$ cat config.mk
export PLATFORM = sky130hd
export DESIGN_NAME = mux4x1_rr
export DESIGN_NICKNAME = d
export VERILOG_FILES = /design/src/rtl/mux_pkg.sv /design/src/rtl/rr_arbiter4.sv /design/src/rtl/mux4x1_rr.sv
export SDC_FILE = /design/constraint.sdc
export NUM_CORES = 1
export LEC_CHECK = 0
export CORE_MARGIN = 5
export CORE_UTILIZATION = 35
export DETAILED_ROUTE_END_ITERATION = 8
export PLACE_DENSITY = 0.57
export SETUP_SLACK_MARGIN = 0.1
export SLEW_MARGIN = 20
export SYNTH_ARGS = -nofsm -noshare
export SYNTH_HDL_FRONTEND = slang
export SYNTH_SLANG_ARGS = --single-unit
$ cat constraint.sdc
create_clock -name clk_i -period 4.3 [get_ports clk_i]
set_input_delay 0.86 -clock clk_i [delete_from_list [all_inputs] [get_ports clk_i]]
set_output_delay 0.86 -clock clk_i [all_outputs]
set_load 0.02 [all_outputs]
$ cat src/rtl/mux_pkg.sv
// mux_pkg: constants and types shared by the round-robin 4:1 merge.
//   NUM_CH         - number of input channels
//   DEFAULT_DATA_W - default data-path width
//   ch_idx_t       - 2-bit channel index
package mux_pkg;
    localparam int NUM_CH         = 4;
    localparam int DEFAULT_DATA_W = 8;

    typedef logic [1:0] ch_idx_t;
endpackage

$ cat src/rtl/rr_arbiter4.sv
// rr_arbiter4: combinational 4-way round-robin arbiter.
// Scans req starting at ptr and wrapping modulo 4; the first set bit wins.
//   i_req   - per-channel request
//   i_ptr   - highest-priority channel for this cycle
//   o_grant - one-hot grant (all zero when no request)
//   o_idx   - index of the granted channel (ptr when nothing granted)
//   o_any   - at least one request present
module rr_arbiter4
    import mux_pkg::*;
(
    input  logic [NUM_CH-1:0] i_req,
    input  ch_idx_t           i_ptr,
    output logic [NUM_CH-1:0] o_grant,
    output ch_idx_t           o_idx,
    output logic              o_any
);

    ch_idx_t w_cand;

    always_comb begin
        o_grant = '0;
        o_idx   = i_ptr;
        o_any   = 1'b0;
        w_cand  = i_ptr;
        for (int i = 0; i < NUM_CH; i++) begin
            // 2-bit add wraps 3 -> 0 naturally
            w_cand = i_ptr + ch_idx_t'(i);
            if (!o_any && i_req[w_cand]) begin
                o_any           = 1'b1;
                o_grant[w_cand] = 1'b1;
                o_idx           = w_cand;
            end
        end
    end

endmodule

$ cat src/rtl/mux4x1_rr.sv
// mux4x1_rr: four valid/ready channels merged round-robin into one
// registered valid/ready output.
//   clk_i   - clock, rising edge
//   rst_ni  - synchronous active-low reset
//   x_i     - channel data, x_i[k] for channel k
//   valid_i - per-channel valid
//   ready_o - per-channel ready (at most one bit set)
//   y_o     - merged output data
//   sel_o   - channel that y_o came from
//   valid_o - output register holds a word
//   ready_i - downstream accepts
module mux4x1_rr
    import mux_pkg::*;
#(
    parameter int DATA_W = DEFAULT_DATA_W
)(
    input  logic                           clk_i,
    input  logic                           rst_ni,
    input  logic [NUM_CH-1:0][DATA_W-1:0]  x_i,
    input  logic [NUM_CH-1:0]              valid_i,
    output logic [NUM_CH-1:0]              ready_o,
    output logic [DATA_W-1:0]              y_o,
    output ch_idx_t                        sel_o,
    output logic                           valid_o,
    input  logic                           ready_i
);

    logic [DATA_W-1:0] r_y;
    ch_idx_t           r_sel;
    logic              r_valid;
    ch_idx_t           r_ptr;

    logic [NUM_CH-1:0] w_grant;
    ch_idx_t           w_idx;
    logic              w_any;
    logic              w_load_en;

    rr_arbiter4 u_arb (
        .i_req   (valid_i),
        .i_ptr   (r_ptr),
        .o_grant (w_grant),
        .o_idx   (w_idx),
        .o_any   (w_any)
    );

    // Output register is free when empty or being drained this cycle.
    assign w_load_en = !r_valid || ready_i;

    // Reset gating keeps ready low so no transfer is seen during reset.
    assign ready_o = (rst_ni && w_load_en) ? w_grant : '0;

    always_ff @(posedge clk_i) begin
        if (!rst_ni) begin
            r_y     <= '0;
            r_sel   <= '0;
            r_valid <= 1'b0;
            r_ptr   <= '0;
        end else if (w_load_en) begin
            if (w_any) begin
                r_y     <= x_i[w_idx];
                r_sel   <= w_idx;
                r_valid <= 1'b1;
                r_ptr   <= w_idx + ch_idx_t'(1);
            end else begin
                r_valid <= 1'b0;
            end
        end
    end

    assign y_o     = r_y;
    assign sel_o   = r_sel;
    assign valid_o = r_valid;

endmodule
== After elaboration in Yosys (flattened, before gate mapping) ==
Index checks and enable logic that the tools add are counted.

* Order comparisons: 9
* Bitwise operators: 3
* Add/sub/neg operators: 4
* Reduce and logical (&&, ||, !) cells: 14
* Mux-type cells: 31

{| class="wikitable"
|+ Operators with widths
! cell !! number
|-
| 4-bit two-way mux || 5
|-
| 8-bit binary-select mux with 2-bit select || 1
|-
| 2-bit by 3-bit < comparator with 1-bit output, second input constant || 5
|-
| 1-bit two-way mux || 13
|-
| 4-bit OR || 3
|-
| 1-bit binary-select mux with 2-bit select || 4
|-
| 1-bit demux with 2-bit select || 4
|-
| 2-bit by 1-bit greater-or-equal comparator with 1-bit output, second input constant || 4
|-
| 1-bit logical AND || 8
|-
| 8-bit two-way mux || 1
|-
| 2-bit two-way mux || 3
|-
| 2-bit by 1-bit adder with 2-bit output, second input constant || 2
|-
| 2-bit adder, second input constant || 2
|-
| 1-bit zero test || 4
|-
| 2-bit AND reduction || 1
|-
| 1-bit logical OR || 1
|}

* Register bits after elaboration: 13
* Word-level logic and storage cells: 65
* Output and inout bits: 15

== Longest topological paths before layout ==
Gate-level depths: netlist of run 1.

* Word-level depth: 14
* Depth in mapped cells: 13

== By module ==
A second synthesis of run 1 with hierarchy kept.

* Cell total of the unflattened synthesis: 116
* Area total of the unflattened synthesis: 1122.3 um^2

{| class="wikitable"
|+ Modules (own cells, without submodules)
! module !! cells each !! area an instance (um^2) !! times used
|-
| mux4x1_rr || 61 || 695.7 || 1
|-
| rr_arbiter4 || 55 || 426.7 || 1
|}

== Least setup slack after synthesis of run 1 ==
Ideal clock, no wire load.

* Kind: reg2out
* From: reg r_ptr[0]
* To: out ready_o[0]
* Stages on the path, launching flop included: 14
* Slack: 322 ps
* Data arrival time: 3118 ps
* Required time: 3440 ps
* Buffers on the path: 6
* Cells stage by stage: dfxtp_1 buf_6 clkbuf_1 inv_2 clkbuf_1 ha_1 mux4_2 clkbuf_1 clkbuf_1 clkbuf_1 a22oi_1 nor2_1 a221oi_1 nor2_1

* Word-level cells in the longest chain between the ends: 13
* Elaborated cells between the ends (all ways): 48
* Classes of those cells: 3 x add/sub; 8 x order compare; 24 x mux; 3 x bitwise; 10 x reduce/logical

{| class="wikitable"
|+ Ends and longest elaborated chain
! what !! RTL line !! source
|-
| start, declared || mux4x1_rr.sv:31 || <nowiki>ch_idx_t r_ptr;</nowiki>
|-
| start signal, assigned || mux4x1_rr.sv:63 || <nowiki>r_ptr <= w_idx + ch_idx_t'(1);</nowiki>
|-
| parallel branches: the longest is 11 deep, another holds 2-bit by 3-bit < comparator with 1-bit output || - ||
|-
| 4-bit two-way mux * || rr_arbiter4.sv:28 || <nowiki>if (!o_any && i_req[w_cand]) begin</nowiki>
|-
| 4-bit two-way mux * || mux4x1_rr.sv:50 || <nowiki>assign ready_o = (rst_ni && w_load_en) ? w_grant : '0;</nowiki>
|-
| end, declared || mux4x1_rr.sv:21 || <nowiki>output logic [NUM_CH-1:0] ready_o,</nowiki>
|}

Every way passes the cells marked *. The select of a mux whose other input is x is not followed.

== Worst setup path after layout of run 1 ==
* From: in valid_i[2]
* To: out ready_o[1]

* Word-level cells in the longest chain between the ends: 13
* Elaborated cells between the ends (all ways): 25
* Classes of those cells: 16 x mux; 3 x bitwise; 6 x reduce/logical

{| class="wikitable"
|+ Ends and longest elaborated chain
! what !! RTL line !! source
|-
| start, declared || mux4x1_rr.sv:20 || <nowiki>input logic [NUM_CH-1:0] valid_i,</nowiki>
|-
| 1-bit binary-select mux with 2-bit select || rr_arbiter4.sv:28 ||
|-
| 1-bit two-way mux (not written as such) || rr_arbiter4.sv:28 ||
|-
| 1-bit two-way mux || rr_arbiter4.sv:28 ||
|-
| 1-bit zero test || rr_arbiter4.sv:28 ||
|-
| 1-bit logical AND || rr_arbiter4.sv:28 ||
|-
| 1-bit two-way mux || rr_arbiter4.sv:28 ||
|-
| 1-bit zero test || rr_arbiter4.sv:28 ||
|-
| 1-bit logical AND || rr_arbiter4.sv:28 ||
|-
| 1-bit two-way mux || rr_arbiter4.sv:28 ||
|-
| 1-bit zero test || rr_arbiter4.sv:28 ||
|-
| 1-bit logical AND || rr_arbiter4.sv:28 ||
|-
| 4-bit two-way mux * || rr_arbiter4.sv:28 ||
|-
| 4-bit two-way mux * || mux4x1_rr.sv:50 ||
|}

Every way passes the cells marked *; elsewhere a longest branch is shown, timed or not. The select of a mux whose other input is x is not followed.

==> flow_metrics.py, run 1 <==
metrics = {
    "outcome": {
        "status": "finished clean",
    },
    "floorplanning": {
        "initial_core_util": 0.3586,
        "die-area_um2": 7724,
        "core_area_um2": 5921,
        "io_pins": 54,
        "chipHeight_um": 87.89,
        "row_count": 28,
        "die_w_um": 87.89,
    },
    "logic_synthesis": {
        "synth_edf_count": 0,
        "synthArstFlopShare": 0,
        "synth_cells": 301,
        "yosys_warnings": 0,
        "synthesis.nets": 347,
        "synthFlopType": "dfxtp_1",
        "ys_ff_latch": 13,
        "synth_most_common_cell": "nand2_1",
        "yosys-top-cells-area": "dfxtp_1, nand2_1, a211o_1, nor3b_1, nand2b_1",
        "syn_area_um2": 2123,
        "ys_types": 39,
        "synth_top_family_by_area": "simple AND/OR/NAND/NOR gates",
        "ys_top_cells_by_count": "nand2_1, nand2b_1, clkbuf_1, a211o_1, nor3b_1",
        "synth_simple_gate_area_frac": 0.3936,
        "synthXorXnorAreaFrac": 0.008250,
        "synth_fa_ha_area_frac": 0.04125,
        "synth_compound_area_frac": 0.3005,
        "syn_area_per_cell_um2": 7.054,
        "synth_mux_area_frac": 0.07543,
        "yosysTopAreaCell": "dfxtp_1",
        "yosysSeqAreaShare": 0.1226,
        "synth_top_area_frac": 0.1226,
    },
    "setup_path": {
        "cp-start-kind": "input port",
        "worstPathArrival_ps": 3230,
        "path_cells": "clkdlybuf4s50_1 -> mux4_2 -> nor2b_1 -> a22oi_1 -> nor2_1 -> a221oi_1 -> nor2_1 -> clkdlybuf4s50_1",
        "required_ps": 3440,
        "max_stage_delay_ps": 600,
        "worst_setup_path_end_kind": "primary output",
        "crit_type": "in2out",
        "crit_fanout": 6,
        "slowest_stage": "clkdlybuf4s50_1",
    },
    "cells_and_area": {
        "layout-drive-gt1-share": 0.08092,
        "n_fill_cell": 614,
        "syn_to_final_growth_pct": 31.35,
        "antenna_cells": 0,
        "nets": 393,
    },
    "flow_run": {
        "cap_violations": 0,
    },
    "timing": {
        "hold_ws_ps": 474.5,
        "fin_skew_ps": 4.396,
        "fmax_ghz": 0.2443,
        "finalSetupTns_ps": 0,
        "grt_setup_unrepaired": "false",
        "report.final.setup_viol": 0,
        "slew_headroom": 0.4562,
        "period_share": 0.9519,
        "worst_slew_pin_slew_ps": 815.7,
        "drv_slew": 0,
        "hold_viol": 0,
        "fin_crit_ps": 4093,
    },
    "grt": {
        "grt_pass1_wl_mm": 10.29,
        "grt_max_degree": 36,
        "grt_pass1_vias": 2160,
        "gr-total-overflow": 0,
        "grt_use_total": 0.1632,
        "antenna_found_initial": 0,
    },
    "power": {
        "leakagePower_nw": 1.040,
        "peakVddDrop_v": 0.0004521,
        "fin_total_pwr_w": 0.001832,
        "power_density_nw_per_um2": 657.0,
    },
    "clock_network": {
        "clkSinkCount": 13,
        "clk_latency_ps": 250,
        "cts_root_buffer": "clkbuf_8",
        "clk_pin_slew_ps": 60,
        "cts_max_level": 1,
        "cts_tree": "yes",
        "clock_path_buffers": 2,
        "cts_inserted_buffers": 3,
    },
    "routing": {
        "routed_wl_mm": 6.268,
        "first_iter_violations": 118,
        "dr.pass1.iters": 5,
        "vias": 2337,
        "drcViolationCount": 0,
        "wl_per_cell_um": 14.89,
        "ant_nets": 0,
        "via_per_inst": 5.551,
    },
    "hold_path": {
        "min_path_type": "reg2reg",
    },
    "placed_design": {
        "gp_congestion": 0.8085,
        "dp_hpwl_mm": 4.536,
        "numPortBuffers": 53,
    },
}
## per-stage QoR
stage	instance area, um2	cells	worst slack, ps	utilization
floorplan	2123	301	322.0	-
global placement	2726	415	218.7	0.4605
detailed placement	2726	415	184.0	0.4605
CTS	2771	419	177.3	0.4681
global route	2789	421	112.2	0.4710
finish	2789	421	206.9	0.4710
## path summary, 6_finish.rpt
path | cells past startpoint | slack (ps) | to | start
max | 8 | 210 | ready_o[1] | valid_i[2]
min | 2 | 470 | y_o[0] | y_o[0]
max reg2reg | 9 | 1000 | y_o[4] | r_ptr[0]
min reg2reg | 2 | 470 | y_o[0] | y_o[0]
## state kept, by name (all words and copies together), names as in the netlist
| register | flops |
|---|---|
| sel_o | 2 |
| valid_o | 1 |
| y_o | 8 |
| r_ptr | 2 |
## area by class of cell
type | instances | area, um2 | area share
Multi-Input combinational cell | 259 | 1739 | 0.6236
Timing Repair Buffer | 67 | 638.1 | 0.2288
Sequential cell | 13 | 261.5 | 0.09376
Tap cell | 75 | 93.84 | 0.03365
Clock buffer | 4 | 45.04 | 0.01615
Inverter | 3 | 11.26 | 0.004038
## where the power goes
| part | switching [W] | internal [W] | leakage (nW) |
|---|---|---|---|
| Sequential | 0.0000259 | 0.000170 | 0.108 |
| Clock | 0.0000485 | 0.0000656 | 0.0228 |
| Combinational | 0.000850 | 0.000672 | 0.909 |
| Total | 0.000925 | 0.000907 | 1.04 |
## kinds of logic after synthesis
| group | count (synthesis) |
|---|---|
| adder cells (fa/ha/maj) | 7 |
| AO/OA/AOI/OAI | 82 |
| XOR/XNOR | 2 |
| flip-flops | 13 |
| multiplexers | 11 |
| AND/OR/NAND/NOR | 157 |
| buffers and inverters | 29 |
## critical path: cells and delay by family
| kind | cells | cell delay, ps |
|---|---|---|
| AO/OA/AOI/OAI | 2 | 170 |
| buffers and inverters | 2 | 1090 |
| multiplexers | 1 | 590 |
| AND/OR/NAND/NOR | 3 | 520 |
## layout by cell type, fill, tap and decap left out, types with 8 or more instances in the layout
cell type         n
buf_4            14
a211o_1          22
dfxtp_1          12
nor3b_1          22
nor2b_1           8
a21boi_0         11
nand3_1          11
nand2_1          53
nor2_1           19
nand2b_1         25
clkdlybuf4s50_1  52
a21oi_1          12
a211oi_1         10
nor3_1           11
## routing by layer
layer,up-vias,part of all wire,GRT usage
met5,-,0,0
met4,0,0.0032,0.01534
met3,4,0.049,0.03104
met2,57,0.46,0.2596
met1,1089,0.49,0.2370
li1,1187,-,-
## timing repair
item                                    in CTS  in global routing
endpoints found under the hold margin        0                  0
buffers inserted                             0                  2
hold buffers                                 0                  0
endpoints found under the setup margin       0                  4
resized for setup                            0                  1
Power figures use the tool's default switching activity.
==> run 2, diff against run 1 <==
--- a/config.mk
+++ b/config.mk
@@ -8,7 +8,6 @@
 export CORE_MARGIN = 5
 export CORE_UTILIZATION = 35
 export DETAILED_ROUTE_END_ITERATION = 8
-export PLACE_DENSITY = 0.57
 export SETUP_SLACK_MARGIN = 0.1
 export SLEW_MARGIN = 20
 export SYNTH_ARGS = -nofsm -noshare
==> run 2 against run 1 <==
Cell area shrank 0.72%. Critical path type unchanged. First-iteration DRC count shrank 4.2%. Die area is the same. Clock skew grew 1.1 ps. Clock power is essentially flat. Critical endpoint unchanged.
==> flow_metrics.py, run 2 (same netlist as run 1, synthesis figures left out) <==
metrics = {
    "outcome": {
        "status": "finished clean",
    },
    "placed_design": {
        "gp_congestion": 0.7901,
        "numPortBuffers": 53,
        "dp_hpwl_mm": 4.476,
    },
    "timing": {
        "finalSetupTns_ps": 0,
        "fin_skew_ps": 5.494,
        "period_share": 0.9503,
        "grt_setup_unrepaired": "false",
        "worst_slew_pin_slew_ps": 791.0,
        "drv_slew": 0,
        "report.final.setup_viol": 0,
        "fmax_ghz": 0.2447,
        "hold_viol": 0,
        "slew_headroom": 0.4727,
        "fin_crit_ps": 4086,
    },
    "clock_network": {
        "clk_latency_ps": 250,
        "cts_tree": "yes",
        "clock_path_buffers": 2,
        "clkSinkCount": 13,
        "cts_max_level": 1,
        "cts-hold-fix-buffers": 0,
        "cts_root_buffer": "clkbuf_8",
        "clk_pin_slew_ps": 60,
        "cts_inserted_buffers": 3,
    },
    "grt": {
        "grt_pass1_wl_mm": 10.12,
        "grt_use_total": 0.1604,
        "grt_max_degree": 60,
        "gr-total-overflow": 0,
        "antenna_found_initial": 0,
        "grt_pass1_vias": 2130,
    },
    "cells_and_area": {
        "largest_reg_flops": 8,
        "multi_input_area_um2": 1742,
        "layout_common_cells": "nand2_1, clkdlybuf4s50_1, nand2b_1",
        "n_fill_cell": 597,
        "antenna_cells": 0,
        "regArea_um2": 261.5,
        "layout_commonest_cell": "nand2_1",
        "layout-drive-gt1-share": 0.07580,
        "nets": 390,
        "syn_to_final_growth_pct": 30.41,
        "utilization": 0.4677,
    },
    "power": {
        "internal-power_w": 0.0008942,
        "power_density_nw_per_um2": 652.9,
        "switching_power_w": 0.0009136,
        "p_seq_frac": 0.114,
        "peakVddDrop_v": 0.0003421,
        "leakagePower_nw": 1.025,
        "netSwitchingFraction": 0.5054,
        "p_clk_frac": 0.063,
        "comb_power_share": 0.823,
    },
    "setup_path": {
        "worstPathArrival_ps": 3230,
        "path_cells": "clkdlybuf4s50_1 -> mux4_2 -> nor2b_2 -> a22oi_1 -> nor2_1 -> a221oi_1 -> nor2_1 -> clkdlybuf4s50_1",
        "worst_setup_path_end_kind": "primary output",
        "max_stage_delay_ps": 590,
        "slowest_stage": "mux4_2",
        "crit_fanout": 6,
        "cp-start-kind": "input port",
        "crit_type": "in2out",
        "required_ps": 3440,
    },
    "routing": {
        "ant_nets": 0,
        "dr.pass1.iters": 4,
        "first_iter_violations": 113,
        "drcViolationCount": 0,
        "via_per_inst": 5.529,
        "vias": 2311,
        "wl_per_cell_um": 14.97,
        "routed_wl_mm": 6.257,
    },
    "floorplanning": {
        "row_count": 28,
        "io_pins": 54,
        "core_area_um2": 5921,
        "die_w_um": 87.89,
        "chipHeight_um": 87.89,
        "initial_core_util": 0.3586,
        "die-area_um2": 7724,
    },
    "hold_path": {
        "min_path_type": "reg2reg",
    },
    "flow_run": {
        "cap_violations": 0,
    },
}
run 2: cell count changes in the layout (fill, tap and decap cells not counted), sizes merged:
cell,before,now
buf,14,11
run 2: through the flow:
step                area, um2  hold slack [ps]  total power, W  cells  setup slack [ps]
floorplan                2123            544.5        0.001325    301             322.0
global placement         2711            467.6        0.001666    413             185.4
detailed placement       2711            459.9        0.001688    413             182.0
CTS                      2756            479.3        0.001810    417             154.0
global route             2769            509.2        0.001971    418             124.5
finish                   2769            480.1        0.001808    418             213.7
run 2: final cells by class:
cell class / instances / share of cell area
repair buffers: 64 / 0.2223
well taps: 75 / 0.03389
inverters: 3 / 0.004067
flip-flops and latches: 13 / 0.09444
clock buffers: 4 / 0.01627
multi-input cells: 259 / 0.6290
run 2: worst max-delay path: cells and delay by family:
kind / cells / cell delay (ps)
buffers and inverters: 2 / 1040
muxes: 1 / 590
AOI/OAI and AO/OA: 2 / 400
and+or+nand+nor: 3 / 350
run 2: timing repair:
action | 4_1_cts | 5_1_grt
resized for setup | 0 | 2
setup buffers | 0 | 1
endpoints found under the setup margin | 0 | 4
run 2: per-layer routing:
metal | GRT usage | vias up | part of all wire
met5 | 0 | - | 0
met4 | 0.02371 | 0 | 0.0043
met3 | 0.02352 | 4 | 0.026
met2 | 0.2562 | 36 | 0.46
met1 | 0.2327 | 1084 | 0.50
li1 | - | 1187 | -
run 2: final timing paths:
| check | from | to | slack [ps] | cells past startpoint |
|---|---|---|---|---|
| min | y_o[3] | y_o[3] | 480 | 2 |
| max reg2reg | r_ptr[0] | y_o[0] | 940 | 9 |
| min reg2reg | y_o[3] | y_o[3] | 480 | 2 |
| max | valid_i[3] | ready_o[1] | 210 | 8 |
run 2: power by group through the flow:
| stage | combinational (W) | sequential [W] | clock [W] |
|---|---|---|---|
| detailed placement | 0.00148 | 0.000209 | 0 |
| finish | 0.00149 | 0.000207 | 0.000114 |
| floorplan | 0.00108 | 0.000246 | 0 |
| CTS | 0.00149 | 0.000208 | 0.000117 |
| global route | 0.00163 | 0.000216 | 0.000123 |
| global placement | 0.00146 | 0.000209 | 0 |
